## src/rtl/spi_pkg.sv

```systemverilog
`default_nettype none
// ============================================================================
//  Module      : spi_pkg
//  Description : Shared types and helpers for the parametrised SPI master:
//                one-hot state encodings, SPI mode constants and a clog2
//                helper usable in constant expressions.
//  Revision    : 1.0 - initial release
// ============================================================================
package spi_pkg;

    // One-hot controller states
    typedef enum logic [3:0] {
        S_IDLE     = 4'b0001,
        S_SETUP    = 4'b0010,
        S_TRANSFER = 4'b0100,
        S_HOLD     = 4'b1000
    } spi_state_e;

    // SPI modes encoded as {CKP, CPH}
    localparam logic [1:0] MODE0 = 2'b00;
    localparam logic [1:0] MODE1 = 2'b01;
    localparam logic [1:0] MODE2 = 2'b10;
    localparam logic [1:0] MODE3 = 2'b11;

    // Ceiling log2; returns 0 for values <= 1
    function automatic int clog2(input int value);
        int result;
        int remain;
        result = 0;
        remain = value - 1;
        while (remain > 0) begin
            result = result + 1;
            remain = remain >> 1;
        end
        return result;
    endfunction

endpackage
`default_nettype wire

```

## src/rtl/spi_clk_gen.sv

```systemverilog
`default_nettype none
// ============================================================================
//  Module      : spi_clk_gen
//  Description : Half-period timer for the SPI master. While run is high it
//                raises tick for one cycle every DIV/2 cycles; the register
//                update on that cycle's closing edge is an SCK edge. lead
//                flags whether the edge about to happen is a leading (odd)
//                edge. Counter and phase are held cleared while run is low.
//  Revision    : 1.0 - initial release
// ============================================================================
module spi_clk_gen
    import spi_pkg::*;
#(
    parameter int DIV = 4
)(
    input  logic clk,
    input  logic rst,
    input  logic run,
    output logic tick,
    output logic lead
);

    localparam int                 C_HALF  = DIV / 2;
    localparam int                 C_CNT_W = (clog2(C_HALF) > 0) ? clog2(C_HALF) : 1;
    localparam logic [C_CNT_W-1:0] C_LAST  = C_CNT_W'(C_HALF - 1);

    logic [C_CNT_W-1:0] r_cnt;
    logic               r_phase;

    assign tick = run && (r_cnt == C_LAST);
    assign lead = ~r_phase;

    // Half-period counter and leading/trailing phase, cleared whenever idle
    always_ff @(posedge clk or posedge rst) begin
        if (rst) begin
            r_cnt   <= '0;
            r_phase <= 1'b0;
        end else if (!run) begin
            r_cnt   <= '0;
            r_phase <= 1'b0;
        end else if (tick) begin
            r_cnt   <= '0;
            r_phase <= ~r_phase;
        end else begin
            r_cnt   <= r_cnt + 1'b1;
        end
    end

endmodule
`default_nettype wire

```

## src/rtl/spi_master_param.sv

```systemverilog
`default_nettype none
// ============================================================================
//  Module      : spi_master_param
//  Description : Parametrised full-duplex SPI master. Word width, SCK
//                divider and chip-select count are parameters; all four
//                CKP/CPH modes are supported. A transfer is accepted from
//                IDLE on ENABLE, runs SETUP -> TRANSFER -> HOLD and ends
//                with a one-cycle DONE pulse carrying the received word.
//  Revision    : 1.0 - initial release
// ============================================================================
module spi_master_param
    import spi_pkg::*;
#(
    parameter  int DATA_W = 8,
    parameter  int DIV    = 4,
    parameter  int NUM_CS = 1,
    localparam int CS_W   = (NUM_CS > 1) ? clog2(NUM_CS) : 1
)(
    input  logic              CLK,
    input  logic              RESET,
    input  logic              ENABLE,
    input  logic              CKP,
    input  logic              CPH,
    input  logic [CS_W-1:0]   CS_SEL,
    input  logic [DATA_W-1:0] DATAINPUT,
    input  logic              MISO,
    output logic              MOSI,
    output logic              SCK,
    output logic [NUM_CS-1:0] CS,
    output logic [DATA_W-1:0] DATAOUT,
    output logic              BUSY,
    output logic              DONE
);

    localparam int                  C_EDGE_W    = clog2(2 * DATA_W) + 1;
    localparam logic [C_EDGE_W-1:0] C_LAST_EDGE = C_EDGE_W'(2 * DATA_W - 1);

    spi_state_e          r_state, w_state_nxt;
    logic [DATA_W-1:0]   r_tx, w_tx_nxt;
    logic [DATA_W-1:0]   r_rx, w_rx_nxt;
    logic [DATA_W-1:0]   r_dout, w_dout_nxt;
    logic [C_EDGE_W-1:0] r_edge, w_edge_nxt;
    logic [NUM_CS-1:0]   r_cs, w_cs_nxt;
    logic                r_ckp, w_ckp_nxt;
    logic                r_cph, w_cph_nxt;
    logic                r_sck, w_sck_nxt;
    logic                r_mosi, w_mosi_nxt;
    logic                r_busy, w_busy_nxt;
    logic                r_done, w_done_nxt;

    logic [NUM_CS-1:0]   w_sel_dec;
    logic                w_sel_ok;
    logic                w_run;
    logic                w_tick;
    logic                w_lead;
    logic                w_last;
    logic                w_sample;

    assign w_run    = (r_state != S_IDLE);
    assign w_last   = (r_edge == C_LAST_EDGE);
    // Leading edge samples when CPH=0, trailing edge samples when CPH=1
    assign w_sample = w_lead ^ r_cph;
    assign w_sel_ok = (32'(CS_SEL) < NUM_CS);

    spi_clk_gen #(
        .DIV (DIV)
    ) u_clk_gen (
        .clk  (CLK),
        .rst  (RESET),
        .run  (w_run),
        .tick (w_tick),
        .lead (w_lead)
    );

    // Decode the requested slave index to a one-hot select
    always_comb begin
        w_sel_dec = '0;
        for (int i = 0; i < NUM_CS; i++) begin
            w_sel_dec[i] = (32'(CS_SEL) == i);
        end
    end

    // Next-state and next-output logic for the transfer controller
    always_comb begin
        w_state_nxt = r_state;
        w_tx_nxt    = r_tx;
        w_rx_nxt    = r_rx;
        w_dout_nxt  = r_dout;
        w_edge_nxt  = r_edge;
        w_cs_nxt    = r_cs;
        w_ckp_nxt   = r_ckp;
        w_cph_nxt   = r_cph;
        w_sck_nxt   = r_sck;
        w_mosi_nxt  = r_mosi;
        w_busy_nxt  = r_busy;
        w_done_nxt  = 1'b0;
        case (r_state)
            S_IDLE: begin
                w_sck_nxt = CKP;
                if (ENABLE && w_sel_ok) begin
                    w_ckp_nxt   = CKP;
                    w_cph_nxt   = CPH;
                    w_edge_nxt  = '0;
                    w_rx_nxt    = '0;
                    w_cs_nxt    = ~w_sel_dec;
                    w_busy_nxt  = 1'b1;
                    w_state_nxt = S_SETUP;
                    if (CPH) begin
                        w_tx_nxt = DATAINPUT;
                    end else begin
                        // CPH=0 presents the MSB before the first SCK edge
                        w_mosi_nxt = DATAINPUT[DATA_W-1];
                        w_tx_nxt   = {DATAINPUT[DATA_W-2:0], 1'b0};
                    end
                end
            end
            S_SETUP, S_TRANSFER: begin
                if (w_tick) begin
                    w_edge_nxt  = r_edge + 1'b1;
                    w_sck_nxt   = w_last ? r_ckp : ~r_sck;
                    w_state_nxt = w_last ? S_HOLD : S_TRANSFER;
                    if (w_sample) begin
                        w_rx_nxt = {r_rx[DATA_W-2:0], MISO};
                    end else if (r_cph || !w_last) begin
                        // CPH=0 already sent its last bit; skip the final trailing shift
                        w_mosi_nxt = r_tx[DATA_W-1];
                        w_tx_nxt   = {r_tx[DATA_W-2:0], 1'b0};
                    end
                end
            end
            S_HOLD: begin
                if (w_tick) begin
                    w_cs_nxt    = '1;
                    w_busy_nxt  = 1'b0;
                    w_done_nxt  = 1'b1;
                    w_dout_nxt  = r_rx;
                    w_state_nxt = S_IDLE;
                end
            end
            default: begin
                w_state_nxt = S_IDLE;
            end
        endcase
    end

    // State and output registers; reset abandons any transfer in flight
    always_ff @(posedge CLK or posedge RESET) begin
        if (RESET) begin
            r_state <= S_IDLE;
            r_tx    <= '0;
            r_rx    <= '0;
            r_dout  <= '0;
            r_edge  <= '0;
            r_cs    <= '1;
            r_ckp   <= 1'b0;
            r_cph   <= 1'b0;
            r_sck   <= 1'b0;
            r_mosi  <= 1'b0;
            r_busy  <= 1'b0;
            r_done  <= 1'b0;
        end else begin
            r_state <= w_state_nxt;
            r_tx    <= w_tx_nxt;
            r_rx    <= w_rx_nxt;
            r_dout  <= w_dout_nxt;
            r_edge  <= w_edge_nxt;
            r_cs    <= w_cs_nxt;
            r_ckp   <= w_ckp_nxt;
            r_cph   <= w_cph_nxt;
            r_sck   <= w_sck_nxt;
            r_mosi  <= w_mosi_nxt;
            r_busy  <= w_busy_nxt;
            r_done  <= w_done_nxt;
        end
    end

    assign MOSI    = r_mosi;
    assign SCK     = r_sck;
    assign CS      = r_cs;
    assign DATAOUT = r_dout;
    assign BUSY    = r_busy;
    assign DONE    = r_done;

endmodule
`default_nettype wire

```

## config.mk

```make
export PLATFORM = sky130hd
export DESIGN_NAME = spi_master_param
export DESIGN_NICKNAME = d
export VERILOG_FILES = /design/src/rtl/spi_pkg.sv /design/src/rtl/spi_clk_gen.sv /design/src/rtl/spi_master_param.sv
export SDC_FILE = /design/constraint.sdc
export NUM_CORES = 1
export LEC_CHECK = 0
export ABC_AREA = 1
export BUFFER_PORTS_ARGS = -buffer_cell sky130_fd_sc_hd__buf_2
export CAP_MARGIN = 20
export CORE_MARGIN = 2
export CORE_UTILIZATION = 62
export CTS_CLUSTER_SIZE = 28
export DETAILED_ROUTE_END_ITERATION = 10
export PLACE_DENSITY = 0.84
export SLEW_MARGIN = 20
export SYNTH_ARGS = -nofsm -noshare
export SYNTH_HDL_FRONTEND = slang
export SYNTH_SLANG_ARGS = --single-unit
```

## constraint.sdc

```tcl
create_clock -name CLK -period 4.27 [get_ports CLK]
set_clock_uncertainty 0.1 [all_clocks]
set_input_delay 0.6405 -clock CLK [delete_from_list [all_inputs] [get_ports CLK]]
set_output_delay 0.6405 -clock CLK [all_outputs]
set_load 0.005 [all_outputs]
```

Word level (Yosys, flattened, before mapping)
Index checks and enable logic that the tools add are counted.
- eq/ne operators: 14
- bitwise logic cells: 3
- reduce and logical (&&, ||, !) cells: 16
- $add $sub $neg: 2
- order comparisons: 1
- mux-type cells: 39
- operators with widths (cell ; count):
    $mux 8 ; 8
    $pmux 8 s2 ; 2
    $mux 1 ; 17
    $mux 4 ; 4
    $ne 2x2->1 const B ; 6
    $pmux 4 s3 ; 1
    $mux 5 ; 2
    $pmux 5 s2 ; 1
    $reduce_and 3->1 ; 3
    $pmux 1 s2 ; 4
    $reduce_and 2->1 ; 3
    $reduce_and 6->1 ; 1
    $add 5x1->5 const B ; 1
    $eq 5x4->1 const B ; 1
    $reduce_and 5->1 ; 1
    $eq 4x1->1 const B ; 1
    $eq 4x2->1 const B ; 1
    $eq 4x3->1 const B ; 1
    $eq 4x4->1 const B ; 1
    $ne 2x1->1 const B ; 2
    $ne 4x1->1 const B ; 1
    $reduce_and 4->1 ; 1
    $reduce_bool 2->1 ; 2
    $logic_and 1x1->1 ; 2
    7 further kinds ; 8
- bits of input ports: 15
- logic and storage cells: 89
- output and inout bits: 13
- register bits after elaboration: 42

Logic depth before layout (Yosys ltp)
Gate-level depths: netlist of the first run.
- depth after elaboration: 7
- depth in mapped cells: 10
- mapped depth without buffers: 10

By module
A second synthesis of the first run with hierarchy kept.
- cells, all modules: 270
- area total of the unflattened synthesis: 2103.3 um^2
- modules (own cells, without submodules) (module ; times used ; cells an instance ; area an instance (um^2) ; sequential area each (um^2)):
    spi_master_param ; 1 ; 258 ; 2013.2 ; 1003.5
    spi_clk_gen ; 1 ; 12 ; 90.1 ; 50.0

Worst setup path before layout of the first run
Ideal clock, no wire load.
- path type: flip-flop to flip-flop
- from: reg r_edge[0]
- to: reg r_tx[1]
- path slack: 2.578 ns
- stages on the path, launching flop included: 11
- clock period less this slack: 1.692 ns
- data required time: 4.051 ns
- arrival time: 1.473 ns
- cells stage by stage: dfrtp_1 ha_1 nand2_1 nor2_1 ha_1 nand2_1 nand3_1 nand2_2 nand3_4 nand2_1 nand2_1
- longest elaborated chain between the ends: 5
- ends and longest elaborated chain (what ; line ; source):
    from (decl) ; spi_master_param.sv:42 ; logic [C_EDGE_W-1:0] r_edge, w_edge_nxt;
    from (signal assigned) ; spi_master_param.sv:166 ; r_edge <= w_edge_nxt;
    $eq 5x4->1 ; spi_master_param.sv:60 ; assign w_last = (r_edge == C_LAST_EDGE);
    $logic_not 1->1 ; spi_master_param.sv:124 ; end else if (r_cph || !w_last) begin
    $logic_or 1x1->1 ; spi_master_param.sv:124 ;
    $ne 2x2->1 (no line) ; n/a ;
    $reduce_and 5->1 (no line) ; n/a ;
    to (signal assigned) ; spi_master_param.sv:163 ; r_tx <= w_tx_nxt;
    to (decl) ; spi_master_param.sv:39 ; logic [DATA_W-1:0] r_tx, w_tx_nxt;
No other way between the ends.
A chain may end at the register's enable or synchronous reset.

Worst setup path in the final report of the first run
- from: reg r_state[3]
- to: reg r_rx[4]
- longest elaborated chain between the ends: 4
- ends and longest elaborated chain (what ; line ; source):
    from (decl) ; spi_master_param.sv:38 ; spi_state_e r_state, w_state_nxt;
    from (signal assigned) ; spi_master_param.sv:162 ; r_state <= w_state_nxt;
    $eq 4x2->1 (tied with other cells) ; spi_master_param.sv:97 ; case (r_state)
    $reduce_or 2->1 or $logic_and 1x1->1 (tied branches) ; spi_master_param.sv:97, spi_clk_gen.sv:30 ;
    $ne 2x2->1 (no line) (tied with other cells) ; n/a ;
    $reduce_and 4->1 (no line) ; n/a ;
    to (signal assigned) ; spi_master_param.sv:164 ; r_rx <= w_rx_nxt;
    to (decl) ; spi_master_param.sv:40 ; logic [DATA_W-1:0] r_rx, w_rx_nxt;
Parallel ways exist; a longest one is shown, timed or not.

==> flow_summary.toml, run 1 <==
[outcome]
status = "complete, no violations"

[power]
vdd_drop_max_mv = 0.363
p_per_area_nw_per_um2 = 592
p_leak_nw = 1.32

[synthesis]
syn_area_um2 = 2260
yosysSeqAreaShare = 0.466
synth_common_cells = "nand2_1, dfrtp_1, inv_1"
synth_most_common_cell = "nand2_1"
netlist_top_cells_area = "dfrtp_1, nand2_1, nand3_1"
synth-edff-count = 0
async_flop_share = 1.00
postSynthAreaPerCell_um2 = 7.93
synth_cells = 285
synth_fp_nets = 302
synth.distinct_cells = 26
yosysWarnings = 0
synth_seq_cells = 42
yosys.area.top_type_share = 0.443
synth_top_area_cell = "dfrtp_1"
synth-main-ff-cell = "dfrtp_1"

[critical_path]
worst-endpoint-required_ns = 4.40
crit_family = "simple AND/OR/NAND/NOR gates"
worstRegToRegCells = 8
critPathCaptureType = "register"
path_buf_inv = 1
start_kind = "register"
setup.worst_path.class = "reg -> reg"
cp_slowest_stage_delay_ns = 0.61
critical_path_arrival_ns = 2.69
cp_max_fo = 29
crit_chain = "nor2_2 > nand3_2 > nor2_1 > inv_2 > nand2_4 > nand2_4 > nand2_1 > nand2_1"
cp.depth = 8
worst_path_max_delay_cell = "nand3_2"

[grt]
grt-ovfl-total = 0
grtUsageTotal = 0.240
grt_max_degree = 43
grt_first_pass_wirelength_mm = 7.71
grt_pass1_vias = 1747
antenna_found_initial = 0

[drt]
wire_per_inst_um = 12.3
drc = 0
first_pass_iters = 4
wirelength_mm = 4.40
vias = 1900
antenna_left = 0
drt-vias-per-instance = 5.31
drtIter0Drc = 143

[timing]
setup_ws_ns = 1.71
setup_violations = 0
timing.fmax_mhz = 391
slew_headroom = 0.563
rsz0062_at_grt = "false"
worstMarginPinSlew_ns = 0.653
drv_slew = 0
period_share = 0.600
period_needed_ns = 2.56
hold_viol = 0
tns_ns = 0

[clock_network]
numCtsBuffers = 5
cts_max_level = 2
clock-root-buffer = "clkbuf_4"
cts_tree = "built"
cts_hold_buf = 0
cts_resized = 0
clock_path_buffers = 2
clk_latency_ns = 0.34
clk_pin_slew_ns = 0.12
cts.sinks = 42
cts_setup_buffers = 0

[floorplanning]
core_area_um2 = 3420
io_pins = 28
fp.dieArea_um2 = 4150
die_h_um = 64.4
rows = 21
start_util = 0.662
die_w_um = 64.4

[cells_and_area]
area.sequential_um2 = 1050
fin_cells = 358
drive_above_1_share = 0.192
areaGrowthSynthToFinish_pct = 9.19
multi_input_area_um2 = 1020
antenna_cells = 0
final_nets = 328
fill_cells = 269

[placement]
port_buffers = 27
pre_cts_ws_ns = 1.76
gp_congestion = 0.888
placed_cells = 350
dp_hpwl_mm = 3.16

[hold_path]
min_path_type = "in -> async"

[flow_run]
drv_cap = 0
area by class of cell:
cell class | instances | area share
well taps | 46 | 0.0233
clock buffers | 7 | 0.0182
inverters | 32 | 0.0487
multi-input cells | 202 | 0.413
clock inverters | 1 | 0.0122
flip-flops and latches | 42 | 0.427
repair buffers | 28 | 0.0578
per-layer routing:
metal  part of all wire  wire, µm  up-vias  global-route usage
met5                  0         0        -                   0
met2               0.46      2040       56               0.376
li1                   -         -      957                   -
met1               0.47      2060      881               0.333
met3              0.054       237        6              0.0528
met4              0.015        65        0              0.0771
logic make-up (layout without fill, tap and decap cells):
group,Yosys count,after routing,synth area share
AO/OA/AOI/OAI,30,30,0.0802
XOR/XNOR,1,1,0.00387
adder cells (fa/ha/maj),2,2,0.0111
buffers and inverters,41,68,0.0830
flip-flops,42,42,0.466
AND/OR/NAND/NOR,169,169,0.356
cells in the final DEF (no fill, tap or decap), drive strengths merged, types with 2 or more instances in the layout:
cell,synthesis,layout
nand2,108,108
dfrtp,40,40
inv,32,32
nand3,29,29
buf,7,28
o21ai,21,21
nor2,18,18
nand4,10,10
o21a,8,8
clkbuf,2,7
dfstp,2,2
or2,2,2
ha,2,2
power breakdown:
part,total (mW),switching (mW),internal [mW]
Clock,0.246,0.121,0.124
Combinational,0.674,0.485,0.189
Sequential,0.543,0.0568,0.486
Total,1.46,0.663,0.799
registers in the layout (all words and copies together), names as in the netlist:
name and flops:
u_clk_gen.r_cnt 1, r_edge 5, r_tx 8, u_clk_gen.r_phase 1
r_state 4, DONE 1, BUSY 1, r_cph 1
r_rx 8, r_ckp 1, MOSI 1, CS 1
SCK 1, DATAOUT 8
stage by stage:
step           hold slack, ns  cell area [µm²]  utilization  total power [mW]
6_report                0.307             2470        0.723              1.46
5_1_grt                 0.342             2470        0.723              1.58
4_1_cts                 0.322             2470        0.723              1.47
3_5_place_dp            0.357             2390        0.701              1.22
3_3_place_gp            0.354             2390        0.701              1.20
2_1_floorplan           0.342             2260            -              1.12
worst register-to-register path, cell delays in order (launching register included):
cell,delay [ns]
dfrtp_1,0.44
nor2_2,0.43
nand3_2,0.61
nor2_1,0.35
inv_2,0.16
nand2_4,0.14
nand2_4,0.10
nand2_1,0.08
nand2_1,0.05
path summary, 6_finish.rpt:
check	from	endpoint	slack, ns
worst max-delay path	r_state[3]	r_rx[4]	1.71
worst min-delay path	RESET	r_rx[7]	0.31
worst max register to register	r_state[3]	r_rx[4]	1.71
worst min register to register	r_rx[3]	r_rx[3]	0.39
max in group asynchronous	RESET	r_state[0]	3.39
min in group CLK	r_rx[3]	r_rx[3]	0.39
Power figures use the tool's default switching activity.
==> run 2, diff against run 1 <==
--- a/config.mk
+++ b/config.mk
@@ -5,14 +5,14 @@
 export SDC_FILE = /design/constraint.sdc
 export NUM_CORES = 1
 export LEC_CHECK = 0
-export ABC_AREA = 1
+export ABC_AREA = 0
 export BUFFER_PORTS_ARGS = -buffer_cell sky130_fd_sc_hd__buf_2
 export CAP_MARGIN = 20
 export CORE_MARGIN = 2
-export CORE_UTILIZATION = 62
+export CORE_UTILIZATION = 51
 export CTS_CLUSTER_SIZE = 28
 export DETAILED_ROUTE_END_ITERATION = 10
-export PLACE_DENSITY = 0.84
+export PLACE_DENSITY = 0.75
 export SLEW_MARGIN = 20
 export SYNTH_ARGS = -nofsm -noshare
 export SYNTH_HDL_FRONTEND = slang
==> constraint.sdc (replaced) <==
create_clock -name CLK -period 2.15 [get_ports CLK]
set_clock_uncertainty 0.1 [all_clocks]
set_input_delay 0.3225 -clock CLK [delete_from_list [all_inputs] [get_ports CLK]]
set_output_delay 0.3225 -clock CLK [all_outputs]
set_load 0.005 [all_outputs]
==> run 2 against run 1 <==
Against the previous run: register-to-register slack got worse by 1.6 ns; area after synthesis decreased by 6.8%; sequential power increased by 74%; count of clock-buffer cells in the layout decreased by 1; non-clock buffer count increased by 11; utilization decreased by 12 points; die area increased by 13%; power increased by 19%; fmax increased by 27%; hold slack got worse by 0.26 ns; synthesized cell count decreased by 31%; critical endpoint is now r_tx[2].
==> flow_summary.toml, run 2 <==
[floorplanning]
rows = 23
core_area_um2 = 4000
io_pins = 28
die_h_um = 68.3
die_w_um = 68.3
fp.dieArea_um2 = 4660
start_util = 0.527

[synthesis]
synth-main-ff-cell = "dfrtp_1"
async_flop_share = 1.00
synth-edff-count = 0
yosysSeqAreaShare = 0.500
synth_top_area_cell = "dfrtp_1"
yosys.area.top_type_share = 0.475
synth.distinct_cells = 39
synth_most_common_cell = "dfrtp_1"
syn_area_um2 = 2110
synth_seq_cells = 42
yosysWarnings = 0
postSynthAreaPerCell_um2 = 10.8
synth_cells = 196
synth_common_cells = "dfrtp_1, nand2_1, mux2i_1"
synth_fp_nets = 213
netlist_top_cells_area = "dfrtp_1, mux2i_1, mux2_2"

[power]
vdd_drop_max_mv = 0.551
p_per_area_nw_per_um2 = 722
p_leak_nw = 1.17

[grt]
grt-ovfl-total = 0
grt_max_degree = 43
grtUsageTotal = 0.183
antenna_found_initial = 0
grt_first_pass_wirelength_mm = 6.13
grt_pass1_vias = 1346

[critical_path]
worst-endpoint-required_ns = 2.24
start_kind = "register"
worstRegToRegCells = 7
regToRegSetupSlack_ns = 0.13
setup.worst_path.class = "reg -> reg"
r2r_start = "r_edge[0]"
r2r-end = "r_tx[2]"
cp_max_fo = 5
critical_path_arrival_ns = 2.11
critPathCaptureType = "register"

[drt]
wirelength_mm = 3.73
first_pass_iters = 4
drtIter0Drc = 76
drc = 0
wire_per_inst_um = 13.3
antenna_left = 0
vias = 1455
drt-vias-per-instance = 5.18

[cells_and_area]
areaGrowthSynthToFinish_pct = 14.1
mostFrequentLayoutCell = "dfrtp_1"
final_nets = 248
antenna_cells = 0
final_cell_mix = "dfrtp_1, nand2_1, buf_2"
drive_above_1_share = 0.325

[timing]
drv_slew = 0
slew_headroom = 0.589
period_share = 0.940
setup_ws_ns = 0.129
timing.fmax_mhz = 495
period_needed_ns = 2.02
rsz0062_at_grt = "false"
worstMarginPinSlew_ns = 0.616
hold_viol = 0
setup_violations = 0
tns_ns = 0

[flow_run]
drv_cap = 0

[clock_network]
clk_latency_ns = 0.30
clock_path_buffers = 2
cts_hold_buf = 0
clock-root-buffer = "clkbuf_8"
clk_pin_slew_ns = 0.08
cts.sinks = 42
cts_max_level = 2
cts_tree = "built"
numCtsBuffers = 5

[placement]
gp_congestion = 0.735
port_buffers = 27
pre_cts_ws_ns = 0.0639
dp_hpwl_mm = 2.62

[hold_path]
min_path_type = "in -> async"

[outcome]
status = "complete, no violations"
==> run 2: cell types whose count changed in the layout (fill, tap and decap cells not counted), moves of 7 or more <==
cell | previous run | this run
mux2i_1 | 0 | 18
nand3_1 | 25 | 4
nand2_1 | 99 | 29
o21ai_0 | 16 | 6
buf_4 | 1 | 12
nand4_1 | 10 | 1
o21a_1 | 8 | 1
o21ai_2 | 0 | 9
mux2_2 | 0 | 12
inv_1 | 29 | 16
==> run 2: kinds of logic (layout without fill, tap and decap cells) <==
| family | count (synthesis) | after routing | share of synthesized area |
|---|---|---|---|
| AOI/OAI and AO/OA | 28 | 28 | 0.0967 |
| xor gates and xnor gates | 4 | 4 | 0.0166 |
| adders and majority gates | 2 | 2 | 0.0119 |
| buffers and inverters | 27 | 62 | 0.0653 |
| DFF | 42 | 42 | 0.500 |
| muxes | 33 | 33 | 0.171 |
| and+or+nand+nor | 60 | 60 | 0.139 |
==> run 2: routing by layer <==
metal,global-route usage,share of wire,vias to the layer above
li1,-,-,731
met1,0.251,0.50,694
met2,0.272,0.45,24
met3,0.0559,0.037,6
met4,0.0700,0.014,0
met5,0,0,-
==> run 2: power breakdown <==
group	leakage [nW]	switching (mW)	internal [mW]
sequential	0.547	0.0622	0.881
combinational	0.585	0.148	0.160
clock	0.0373	0.262	0.223
==> run 2: repair_timing <==
item / 4_1_cts / 5_1_grt
endpoints found under the setup margin: 0 / 8
hold endpoints to repair: 0 / 0
buffers inserted: 0 / 2
resized for setup: 0 / 2
==> run 2: critical path: stages, from the launching register on <==
cell	delay, ns
dfrtp_1	0.41
ha_2	0.20
and3_1	0.17
ha_1	0.20
nor3b_2	0.15
o211ai_1	0.16
nand2_2	0.17
mux2_2	0.35
==> run 2: area by class of cell <==
| type | instances | area [µm²] |
|---|---|---|
| Clock buffer | 6 | 72.6 |
| Tap cell | 50 | 62.6 |
| Multi-Input combinational cell | 127 | 925 |
| Inverter | 16 | 60.1 |
| Timing Repair Buffer | 39 | 225 |
| Sequential cell | 42 | 1050 |
| Fill cell | 350 | 1590 |
| Clock inverter | 1 | 7.51 |
==> run 2: through the flow <==
step,area (µm²),power [mW],util,cells,hold slack [ns]
finish,2410,1.74,0.602,281,0.0454
CTS,2380,1.75,0.596,279,0.0626
detailed placement,2300,1.26,0.576,272,0.361
global placement,2300,1.25,0.576,272,0.357
global route,2410,1.83,0.602,281,0.0979
floorplan,2110,1.17,-,196,0.328
==> run 2: worst max path at each step <==
stage                     slack, ns       from  depth (start not counted)  endpoint
after global placement         0.08  r_edge[0]                          7   r_tx[1]
final                          0.13  r_edge[0]                          7   r_tx[2]
after CTS                      0.04  r_edge[0]                          7   r_tx[2]
after global routing          0.009  r_edge[0]                          7   r_tx[2]
after floorplan                0.09  r_edge[0]                          7   r_tx[1]
after detailed placement       0.06  r_edge[0]                          7   r_tx[2]
==> run 3, diff against run 2 <==
--- a/config.mk
+++ b/config.mk
@@ -8,7 +8,7 @@
 export ABC_AREA = 0
 export BUFFER_PORTS_ARGS = -buffer_cell sky130_fd_sc_hd__buf_2
 export CAP_MARGIN = 20
-export CORE_MARGIN = 2
+export CORE_MARGIN = 3
 export CORE_UTILIZATION = 51
 export CTS_CLUSTER_SIZE = 28
 export DETAILED_ROUTE_END_ITERATION = 10
==> run 3 against run 2 <==
Against the previous run: non-clock buffer count rose by 2; design area is 0.78% higher; sequential share of layout area fell by 0.34 points; global-route usage down 2.2 points; combinational power up 3%; hold slack got worse by 0.0034 ns; via count increased by 1.3%; critical path type unchanged; critical endpoint is now r_tx[1]; largest cell class unchanged.
==> flow_summary.toml, run 3 (same netlist as run 2, synthesis figures left out) <==
[outcome]
status = "complete, no violations"

[drt]
vias = 1474
first_pass_iters = 4
antenna_left = 0
drt-vias-per-instance = 5.23
drc = 0
drtIter0Drc = 87
wire_per_inst_um = 13.2
wirelength_mm = 3.72

[floorplanning]
die_w_um = 70.3
die_h_um = 70.3
io_pins = 28
fp.dieArea_um2 = 4940
rows = 22
start_util = 0.551
core_area_um2 = 3830

[placement]
placed_area_um2 = 2320
pre_cts_ws_ns = 0.0445
gp_congestion = 0.791
dp_hpwl_mm = 2.68
port_buffers = 27

[timing]
tns_ns = 0
timing.fmax_mhz = 491
hold_viol = 0
setup_ws_ns = 0.115
setup_violations = 0
period_needed_ns = 2.03
drv_slew = 0
rsz0062_at_grt = "true"
worstMarginPinSlew_ns = 0.505
slew_headroom = 0.664
period_share = 0.946

[critical_path]
start_kind = "register"
regToRegSetupSlack_ns = 0.12
crit_chain = "ha_2 > and3_1 > ha_1 > nor3b_2 > o211ai_1 > nand2_2 > mux2_2"
critPathCaptureType = "register"
setup.worst_path.class = "reg -> reg"
path_buf_inv = 0
critical_path_arrival_ns = 2.11
worst-endpoint-required_ns = 2.22
cp_max_fo = 5
critPathLaunch = "r_edge[0]"
r2r_start = "r_edge[0]"
crit_family = "simple AND/OR/NAND/NOR gates"
worst_path_max_delay_cell = "dfrtp_1"
cp_slowest_stage_delay_ns = 0.42

[cells_and_area]
antenna_cells = 0
drive_above_1_share = 0.333
final_area_um2 = 2420
final_cell_mix = "dfrtp_1, nand2_1, buf_2"
areaGrowthSynthToFinish_pct = 15.0
final_nets = 250
mostFrequentLayoutCell = "dfrtp_1"

[clock_network]
cts_hold_buf = 0
cts.sinks = 42
clock_path_buffers = 2
cts_tree = "built"
cts_max_level = 2
clk_pin_slew_ns = 0.08
numCtsBuffers = 5
clk_latency_ns = 0.29
clock-root-buffer = "clkbuf_8"

[power]
p_leak_nw = 1.19
p_per_area_nw_per_um2 = 719
seq_power_share = 0.541
cellInternalPower_mw = 1.27
pwr-share-comb = 0.182
pwr-share-clk = 0.276
vdd_drop_max_mv = 0.483
fin_total_pwr_mw = 1.74
switching_share = 0.271
power.switching_mw = 0.471

[grt]
antenna_found_initial = 0
grt_first_pass_wirelength_mm = 6.40
grtUsageTotal = 0.160
grt-ovfl-total = 0
grt_pass1_vias = 1397
grt_max_degree = 43

[flow_run]
drv_cap = 0

[hold_path]
min_path_type = "in -> async"
==> run 3: metal layers <==
metal / vias up / track usage / part of all wire
li1: 743 / - / -
met2: 22 / 0.257 / 0.47
met1: 705 / 0.219 / 0.49
met3: 4 / 0.0345 / 0.033
met5: - / 0 / 0
met4: 0 / 0.0447 / 0.0081
==> run 3: final cells by class <==
cell class                      count  area [µm²]
Tap cell                           48        60.1
Clock inverter                      2        10.0
Inverter                           16        60.1
Multi-Input combinational cell    127         928
Fill cell                         318        1400
Clock buffer                        6        72.6
Sequential cell                    42        1050
Timing Repair Buffer               41         240
==> run 3: power groups by stage <==
stage / Sequential [mW] / Clock, mW / Combinational [mW]
floorplan: 0.937 / 0 / 0.232
global placement: 0.955 / 0 / 0.306
detailed placement: 0.956 / 0 / 0.314
CTS: 0.942 / 0.493 / 0.315
global route: 0.957 / 0.526 / 0.352
finish: 0.943 / 0.482 / 0.318
==> run 3: final timing paths <==
path | endpoint | cells after the start
setup / recovery | r_tx[1] | 7
hold / removal | DATAOUT[1] | 3
setup reg to reg | r_tx[1] | 7
hold reg to reg | DATAOUT[5] | 2
max in group asynchronous | CS | 3
min in group CLK | r_ckp | 3
==> run 3: timing repair <==
action,in CTS,in global routing
setup buffers,0,2
setup endpoints to repair,0,8
gates resized for setup,0,3
==> run 3: tightest hold or removal path: stages <==
cell   delay, ns
buf_2       0.09
inv_1       0.04
buf_4       0.43
==> run 3: stage by stage <==
step           instances  utilization  hold slack, ns
2_1_floorplan        196            -           0.328
3_3_place_gp         272        0.605           0.357
3_5_place_dp         272        0.605           0.362
4_1_cts              280        0.627          0.0580
5_1_grt              282        0.634          0.0859
6_report             282        0.634          0.0420
